[src/rtl/rr_lock_arbiter.sv]
// rtl/rr_lock_arbiter.sv - round-robin arbiter with a registered grant that stays locked while its owner holds req
// Optional hold-limit preemption is built when ARB_TIMEOUT_EN is defined.
module rr_lock_arbiter #(
  parameter int N = 4,
  parameter int MAX_HOLD = 16,
  localparam int IDW = (N > 2) ? $clog2(N) : 1
) (
  input  logic           clk,
  input  logic           rst,
  input  logic [N-1:0]   req,
  output logic [N-1:0]   gnt,
  output logic [IDW-1:0] gnt_id,
  output logic           gnt_valid,
  output logic           preempt
);

  typedef enum logic {IDLE, GRANT} state_t;

  state_t         state;
  logic [IDW-1:0] owner;
  logic [IDW-1:0] ptr;

  // Returns {found, index}: first set bit of r scanning start, start+1, ... modulo N.
  function automatic logic [IDW:0] rr_pick(input logic [N-1:0] r, input logic [IDW-1:0] start);
    logic [IDW:0] res;
    int idx;
    res = '0;
    for (int i = N - 1; i >= 0; i--) begin
      idx = int'(start) + i;
      if (idx >= N) idx = idx - N;
      if (r[idx[IDW-1:0]]) res = {1'b1, idx[IDW-1:0]};
    end
    return res;
  endfunction

  logic [N-1:0]   owner_mask;
  logic [N-1:0]   others;
  logic [IDW:0]   pick_all;
  logic [IDW:0]   pick_oth;
  logic           timeout;

  assign owner_mask = N'(1) << owner;
  assign others     = req & ~owner_mask;
  assign pick_all   = rr_pick(req, ptr);
  assign pick_oth   = rr_pick(others, ptr);

  logic           new_grant;
  logic [IDW-1:0] new_idx;
  logic           new_preempt;
  logic           go_idle;

  always_comb begin
    new_grant   = 1'b0;
    new_idx     = '0;
    new_preempt = 1'b0;
    go_idle     = 1'b0;
    case (state)
      IDLE: begin
        new_grant = pick_all[IDW];
        new_idx   = pick_all[IDW-1:0];
      end
      GRANT: begin
        if (timeout && pick_oth[IDW]) begin
          new_grant   = 1'b1;
          new_idx     = pick_oth[IDW-1:0];
          new_preempt = 1'b1;
        end else if (!req[owner]) begin
          // owner released: hand over at this same edge, or fall idle
          new_grant = pick_all[IDW];
          new_idx   = pick_all[IDW-1:0];
          go_idle   = !pick_all[IDW];
        end
      end
      default: ;
    endcase
  end

`ifdef ARB_TIMEOUT_EN
  localparam int HCW = $clog2(MAX_HOLD + 1);

  logic [HCW-1:0] hold_cnt;

  assign timeout = (state == GRANT) && (hold_cnt == HCW'(MAX_HOLD)) && (|others);

  always_ff @(posedge clk) begin
    if (rst) begin
      hold_cnt <= '0;
      preempt  <= 1'b0;
    end else begin
      preempt <= new_preempt;
      if (new_grant) begin
        hold_cnt <= HCW'(1);
      end else if (go_idle) begin
        hold_cnt <= '0;
      end else if (timeout) begin
        hold_cnt <= HCW'(1);
      end else if (state == GRANT && hold_cnt != HCW'(MAX_HOLD)) begin
        hold_cnt <= hold_cnt + HCW'(1);
      end
    end
  end
`else
  logic unused_max_hold;
  logic unused_preempt;

  assign unused_max_hold = (MAX_HOLD != 0);
  assign unused_preempt  = new_preempt;
  assign timeout         = 1'b0;
  assign preempt         = 1'b0;
`endif

  always_ff @(posedge clk) begin
    if (rst) begin
      state <= IDLE;
      owner <= '0;
      ptr   <= '0;
      gnt   <= '0;
    end else if (new_grant) begin
      state <= GRANT;
      owner <= new_idx;
      ptr   <= (int'(new_idx) == N - 1) ? '0 : new_idx + IDW'(1);
      gnt   <= N'(1) << new_idx;
    end else if (go_idle) begin
      state <= IDLE;
      gnt   <= '0;
    end
  end

  assign gnt_id    = owner;
  assign gnt_valid = (state == GRANT);

endmodule

[config.mk]
export PLATFORM = sky130hd
export DESIGN_NAME = rr_lock_arbiter
export DESIGN_NICKNAME = d
export VERILOG_FILES = /design/src/rtl/rr_lock_arbiter.sv
export SDC_FILE = /design/constraint.sdc
export NUM_CORES = 1
export LEC_CHECK = 0
export ABC_CLOCK_PERIOD_IN_PS = 4500
export BUFFER_PORTS_ARGS = -buffer_cell sky130_fd_sc_hd__buf_2
export CAP_MARGIN = 15
export CORE_AREA = 2 2 39 41
export DETAILED_ROUTE_END_ITERATION = 6
export DIE_AREA = 0 0 41 43
export MAX_ROUTING_LAYER = met4
export PLACE_DENSITY_LB_ADDON = 0.25
export SYNTH_ARGS = -nofsm -noshare
export SYNTH_HDL_FRONTEND = slang
export SYNTH_SLANG_ARGS = --single-unit
[constraint.sdc]
create_clock -name clk -period 4.5 [get_ports clk]
set_clock_uncertainty 0.15 [all_clocks]
set_input_delay 0.225 -clock clk [delete_from_list [all_inputs] [get_ports clk]]
set_output_delay 0.225 -clock clk [all_outputs]
set_load 0.02 [all_outputs]
Yosys cells after proc, flatten, opt, wreduce, memory -nomap -nowiden
Index checks and enable logic that the tools add are counted.

$add $sub $neg: 8. $lt $le $gt $ge: 9. Equality and inequality tests: 1. Shifts and indexed selects: 1. Mux-type cells: 29. Bitwise gates (word level): 1. Reductions and logical operators: 2.

Operator list (count): $lt 2x3->1 const B (5); $mux 2 (6); $mux 3 (4); $bmux 1 s2 (5); $mux 1 (10); $ge 3x3->1 const B (3); $mux 4 (2); $sub 2x1->2 const B (4); $add 2x2->3 const B (2); $pmux 2 s2 (1); $shl 1x2->4 const A (1); $add 2x1->3 const B (1); $ge 2x3->1 const B (1); $add 2x1->2 const B (1); $eq 2x1->1 const B (1); $pmux 1 s2 (1); $reduce_bool 2->1 (1); $logic_not 1->1 (1); $not 1->1 (1).

Register bits: 9. Input port bits: 6. Output and inout port bits: 8. Logic and storage cells: 55.

Longest topological paths before layout
Gate-level depths: netlist (run 1).

Depth after elaboration: 14. Depth in mapped cells: 8. Mapped depth without buffers: 7.

Least setup slack after synthesis (run 1)
No wires, ideal clock.

Path kind: reg-to-reg. Start: register owner[1] (netlist: gnt_id[1]). End: register gnt[0]. Setup time: 117 ps. Arrival: 1716 ps. Required time: 4233 ps. Path slack: 2516 ps. Stages on the path, launching flop included: 9. Period minus slack after synthesis: 1984 ps. Cells stage by stage: dfxtp_1 > mux2i_1 > o22a_1 > nor2b_1 > buf_6 > and2_4 > inv_2 > ha_1 > a32o_1.

Cells in the longest elaborated chain, start to end: 6.

RTL lines: start: declaration (RTL line 20) `logic [IDW-1:0] owner;`; start signal: assignment (RTL line 120) `owner <= new_idx;`; $bmux 1 s2 (RTL line 67) `end else if (!req[owner]) begin`; $mux 1 (not written as such) (RTL line 67); $mux 2 (RTL line 67); $pmux 2 s2 (RTL line 57) `case (state)`; via new_idx[0] (RTL line 48) `logic [IDW-1:0] new_idx;`; $shl 1x2->4 (RTL line 122) `gnt <= N'(1) << new_idx;`; $mux 4 (RTL line 118) `end else if (new_grant) begin`; end signal: assignment (RTL line 122); end: declaration (RTL line 11) `output logic [N-1:0] gnt,`.

The timed path passes the listed nets, and every way through them passes these cells. The select of a mux whose other input is x is not followed. A chain may end at the register's enable or synchronous reset.

Worst setup path after layout (run 1)
Same ends and word-level chain as after synthesis.

==> impl_metrics.tcl, run 1 <==
set metrics [dict create \
    routed_wl_um 918 \
    cts_buffer_depth 2 \
    period_minus_slack_ps 2280 \
    place_inst 80 \
    finalNonFillerCells 84 \
    power.density_cell_area_nw_per_um2 433 \
    pwr-share-comb_pct 33.7 \
    path_cells "mux2i_1 > o22a_1 > nor2b_1 > and2_4 > inv_2 > ha_1 > a32o_1" \
    worstMarginPinSlew_ps 590 \
    final.setup.tns_ps 0 \
    clock_sinks 9 \
    yosys_register_bits 9 \
    pwr-share-seq_pct 42.1 \
    p_leak_nw 0.265 \
    rsz0062_at_grt "false" \
    grt_pass1_vias 368 \
    die_area_um2 1760 \
    place_congestion 0.763 \
    status "completed" \
    drv_cap 0 \
    dp.final_hpwl_um 674 \
    synth_ff_type "dfxtp_1" \
    core.rowCount 14 \
    p_sw_uw 87.3 \
    initial_core_util_pct 35.8 \
    grt_usage_pct 13.1 \
    area_delta_synth_final_pct 17.7 \
    min_period_over_period_pct 50.7 \
    place.port_buffers 12 \
    fin_nets 79 \
    drc 0 \
    p_clk_share_pct 24.3 \
    core_area_um2 1380 \
    htree_levels 1 \
    path_clk_slew_ps 60 \
    hold_viol 0 \
    max_freq_mhz 438 \
    slew_violations 0 \
    antenna_left 0 \
    relSlewSlack_pct 60.6 \
    critPathMaxFanout 9 \
    hold_buffers 0 \
    cp.required_ps 4500 \
    syn_area_um2 495 \
    grt_max_degree 10 \
    cts_tree "yes" \
    cp-end-kind "flop" \
    yosysTopAreaCell "dfxtp_1" \
    grt_first_pass_wirelength_um 1470 \
    start_kind "flop" \
    final_common_cell "buf_2" \
    swShare_pct 34.5 \
    mostFrequentLayoutCells "12 x buf_2, 9 x dfxtp_1, 6 x a21oi_1" \
    viasPerCell 5.00 \
    dieWidth_um 41 \
    avgSynthCellArea_um2 9.18 \
    synth_enable_flop_cells 0 \
    chipHeight_um 43 \
    synthCells 54 \
    synth_top_area_share_pct 36.4 \
    insertion_delay_ps 250 \
    cts_made_buffers 3 \
    wire_per_inst_um 10.9 \
    cpPeakStageDelay_ps 510 \
    dr_total_vias 420 \
    synth_area_leaders "dfxtp_1 36%, ha_1 10%, a32o_1 8.1%, mux2i_1 8.1%, nand2b_1 6.3%" \
    first_pass_iters 3 \
    post_cts_resized 0 \
    hp-class "in2reg" \
    seq_area_frac_synth_pct 36.4 \
    critPathSlowestCell "nor2b_1" \
    cts-root-buf "clkbuf_4" \
    internal_power_uw 165 \
    post_cts_buffers 0 \
    drive_gt1_share_pct 25.0 \
    drt_iter0_markers 2 \
    async_reset_ff_share_pct 0 \
    pin_count 14 \
    yosysWarningCount 0 \
    synthDistinctLibCells 22 \
    n_antenna_cell 0 \
    antenna_found_initial 0 \
    vdd_drop_max_mv 0.178 \
    worstSetupPathType "reg2reg" \
    grt_overflow 0 \
    crit_arrival_ps 2280 \
    finalSetupViolations 0 \
    synth_nets 64 \
]
==> registers in the layout (all words and copies together), names as in the netlist <==
name,flops
gnt_id,2
gnt,4
ptr,2
gnt_valid,1
==> layout make-up <==
cell class | count | area (µm²)
clock buffers | 4 | 26.3
fillers | 148 | 801
inverters | 4 | 15.0
multi-input cells | 39 | 282
flip-flops and latches | 9 | 180
well taps | 16 | 20.0
repair buffers | 12 | 60.1
==> logic make-up (layout without fill, tap and decap cells) <==
kind of cell	after synthesis	after routing	synth area share, %
AND/OR/NAND/NOR	16	16	17.7
buffers and inverters	6	20	6.82
multiplexers	4	4	8.08
adder cells (fa/ha/maj)	4	4	10.1
other	1	1	0.757
AO/OA/AOI/OAI	14	14	20.2
flip-flops	9	9	36.4
==> power groups by stage <==
stage	Sequential (mW)	Combinational, mW	Clock, mW
after floorplan	0.117	0.0556	0
after global placement	0.108	0.0857	0
after detailed placement	0.108	0.0853	0
after CTS	0.107	0.0860	0.0642
after global routing	0.109	0.0960	0.0689
final	0.106	0.0851	0.0613
==> cells in the mapped netlist (2+ instances only) <==
cell type	instances
a32o_1	4
dfxtp_1	9
nand2b_1	5
mux2i_1	4
nand2_1	2
ha_1	4
inv_1	3
nor2_1	4
a21oi_1	6
==> per-stage QoR <==
step / util [%] / total power, mW / hold WS (ps) / worst slack [ps] / instance area, µm²
2_1_floorplan: - / 0.173 / 144 / 2520 / 495
3_3_place_gp: 40.2 / 0.194 / 298 / 2180 / 557
3_5_place_dp: 40.2 / 0.193 / 305 / 2180 / 557
4_1_cts: 42.1 / 0.257 / 39.0 / 2180 / 583
5_1_grt: 42.1 / 0.273 / 46.7 / 2000 / 583
6_report: 42.1 / 0.253 / 43.4 / 2220 / 583
==> critical path, delay by kind of cell, from the launching register on <==
kind,cells,cell delay [ps]
AOI/OAI and AO/OA,2,400
DFF,1,400
adders and majority gates,1,190
muxes,1,200
buffers and inverters,1,50
and+or+nand+nor,2,800
==> metal layers <==
metal / global-route usage [%] / vias up / routed length [µm]
met5: - / - / 0
li1: - / 216 / -
met2: 18.4 / 11 / 387
met3: 3.14 / 2 / 47
met4: 10.0 / 0 / 13
met1: 15.3 / 191 / 469
==> worst paths after layout <==
| kind | from | to | slack (ps) | depth (start not counted) |
|---|---|---|---|---|
| max reg2reg | gnt_id[1]$_SDFFE_PP0P_ | gnt[0]$_SDFFE_PP0P_ | 2220 | 7 |
| min | rst | gnt_id[1]$_SDFFE_PP0P_ | 40 | 2 |
| min reg2reg | gnt[0]$_SDFFE_PP0P_ | gnt[0]$_SDFFE_PP0P_ | 310 | 1 |
| max | gnt_id[1]$_SDFFE_PP0P_ | gnt[0]$_SDFFE_PP0P_ | 2220 | 7 |
No activity file was read; power rests on OpenSTA's default activity.
==> run 2, diff against run 1 <==
Settings changed: ABC_CLOCK_PERIOD_IN_PS 4500 to 2050.
Clock period 4.5 ns to 2.05 ns, I/O delays scaled along.
==> run 2 against run 1 <==
Clock power rose by 120%. Non-clock buffer count rose by 3. Final cell count rose by 3.6%. Critical path depth did not move. Critical path type unchanged. Via count rose by 0.95%. Die area did not move. Largest cell class unchanged. Fmax rose by 21%. Sequential cell count did not move. First-iteration DRC count rose to 5.0 times the previous value.
==> impl_metrics.tcl, run 2 (same netlist as run 1, synthesis figures left out) <==
set metrics [dict create \
    core_area_um2 1380 \
    hp-start "req[3]" \
    core.rowCount 14 \
    drv_cap 0 \
    place.port_buffers 12 \
    dp.final_hpwl_um 709 \
    critPathMaxFanout 6 \
    grt_max_degree 9 \
    hold_buffers 1 \
    cts-root-buf "clkbuf_4" \
    cp-end-kind "flop" \
    die_area_um2 1760 \
    multiInputGateArea_um2 282 \
    grt_usage_pct 13.5 \
    viasPerCell 4.87 \
    grt_pass1_vias 405 \
    hp-class "in2reg" \
    rsz0062_at_grt "false" \
    worstSetupPathType "reg2reg" \
    post_cts_resized 0 \
    status "completed" \
    regMostFlops "gnt" \
    critPathSlowestCell "dfxtp_1" \
    cpPeakStageDelay_ps 440 \
    start_kind "flop" \
    initial_core_util_pct 35.8 \
    post_cts_buffers 0 \
    startpoint "ptr[1]$_SDFFE_PP0P_" \
    path_cells "a21oi_1 > o21a_1 > o221ai_1 > inv_1 > ha_1 > mux2i_1 > nor2_1" \
    path_clk_slew_ps 60 \
    seq_area_um2 180 \
    grt_overflow 0 \
    mostFrequentLayoutCells "12 x buf_2, 9 x dfxtp_1, 6 x a21oi_1" \
    cts_buffer_depth 2 \
    place_inst 82 \
    vdd_drop_max_mv 0.444 \
    grt_first_pass_wirelength_um 1580 \
    finalWorstSetupSlack_ps 162 \
    period_minus_slack_ps 1890 \
    drc 0 \
    drive_gt1_share_pct 26.8 \
    cts_made_buffers 3 \
    reg2reg_from "ptr[1]$_SDFFE_PP0P_" \
    finalNonFillerCells 87 \
    hold_viol 0 \
    place_congestion 0.752 \
    htree_levels 1 \
    dr_total_vias 424 \
    largest_reg_flops 4 \
    clock_sinks 9 \
    n_antenna_cell 0 \
    path_buf_inv 1 \
    crit_arrival_ps 1890 \
    dieWidth_um 41 \
    routed_wl_um 981 \
    antenna_left 0 \
    slew_violations 0 \
    insertion_delay_ps 250 \
    pin_count 14 \
    chipHeight_um 43 \
    area_delta_synth_final_pct 22.7 \
    power.density_cell_area_nw_per_um2 930 \
    final_common_cell "buf_2" \
    post-route-util_pct 43.9 \
    antenna_found_initial 0 \
    nFillCells 156 \
    final.setup.tns_ps 0 \
    p_leak_nw 0.279 \
    first_pass_iters 4 \
    drt_iter0_markers 10 \
    max_freq_mhz 530 \
    cp.required_ps 2050 \
    min_period_over_period_pct 92.1 \
    fin_nets 82 \
    cts_tree "yes" \
    wire_per_inst_um 11.3 \
    place_ws_ps 171 \
    crit_family "compound AO/OA/AOI/OAI gates" \
    finalSetupViolations 0 \
]
-- run 2: cell types whose count changed in the layout (fill, tap and decap cells not counted), sizes merged --
cell | previous run | this run
dlygate4sd3 | 0 | 1
buf | 12 | 14
-- run 2: routing by layer --
metal | vias to the layer above | global-route usage (%) | wire (µm)
met5 | - | - | 0
met4 | 0 | 10.0 | 11
met3 | 2 | 1.57 | 39
met2 | 9 | 18.1 | 420
met1 | 187 | 18.0 | 509
li1 | 226 | - | -
-- run 2: worst min-delay path, stage by stage --
cell	delay, ps
buf_2	110
nor4_1	70
buf_4	130
nor2_1	70
-- run 2: where the power goes --
group          leakage [nW]  total (mW)  internal, mW  switching [mW]
clock                0.0150       0.136        0.0750          0.0614
combinational         0.190       0.196        0.0885           0.108
sequential           0.0743       0.233         0.206          0.0274
total                 0.279       0.566         0.369           0.197
-- run 2: final timing paths --
| path | endpoint | slack, ps | depth (start not counted) |
|---|---|---|---|
| max | ptr[1]$_SDFFE_PP0P_ | 160 | 7 |
| min | gnt_valid$_SDFFE_PP0P_ | 110 | 4 |
| max reg2reg | ptr[1]$_SDFFE_PP0P_ | 160 | 7 |
| min reg2reg | gnt[3]$_SDFFE_PP0P_ | 320 | 1 |
-- run 2: layout make-up --
cell class	count	share of cell area (%)
Inverter	4	2.47
Timing Repair Buffer	15	14.0
Clock buffer	4	4.32
Tap cell	16	3.29
Sequential cell	9	29.6
Multi-Input combinational cell	39	46.3
-- run 2: metrics by stage --
step | area (µm²) | power (mW) | hold slack [ps]
after floorplan | 495 | 0.380 | 21.6
after global placement | 572 | 0.430 | 197
after detailed placement | 572 | 0.430 | 196
after CTS | 608 | 0.572 | 102
after global routing | 608 | 0.606 | 154
final | 608 | 0.566 | 108
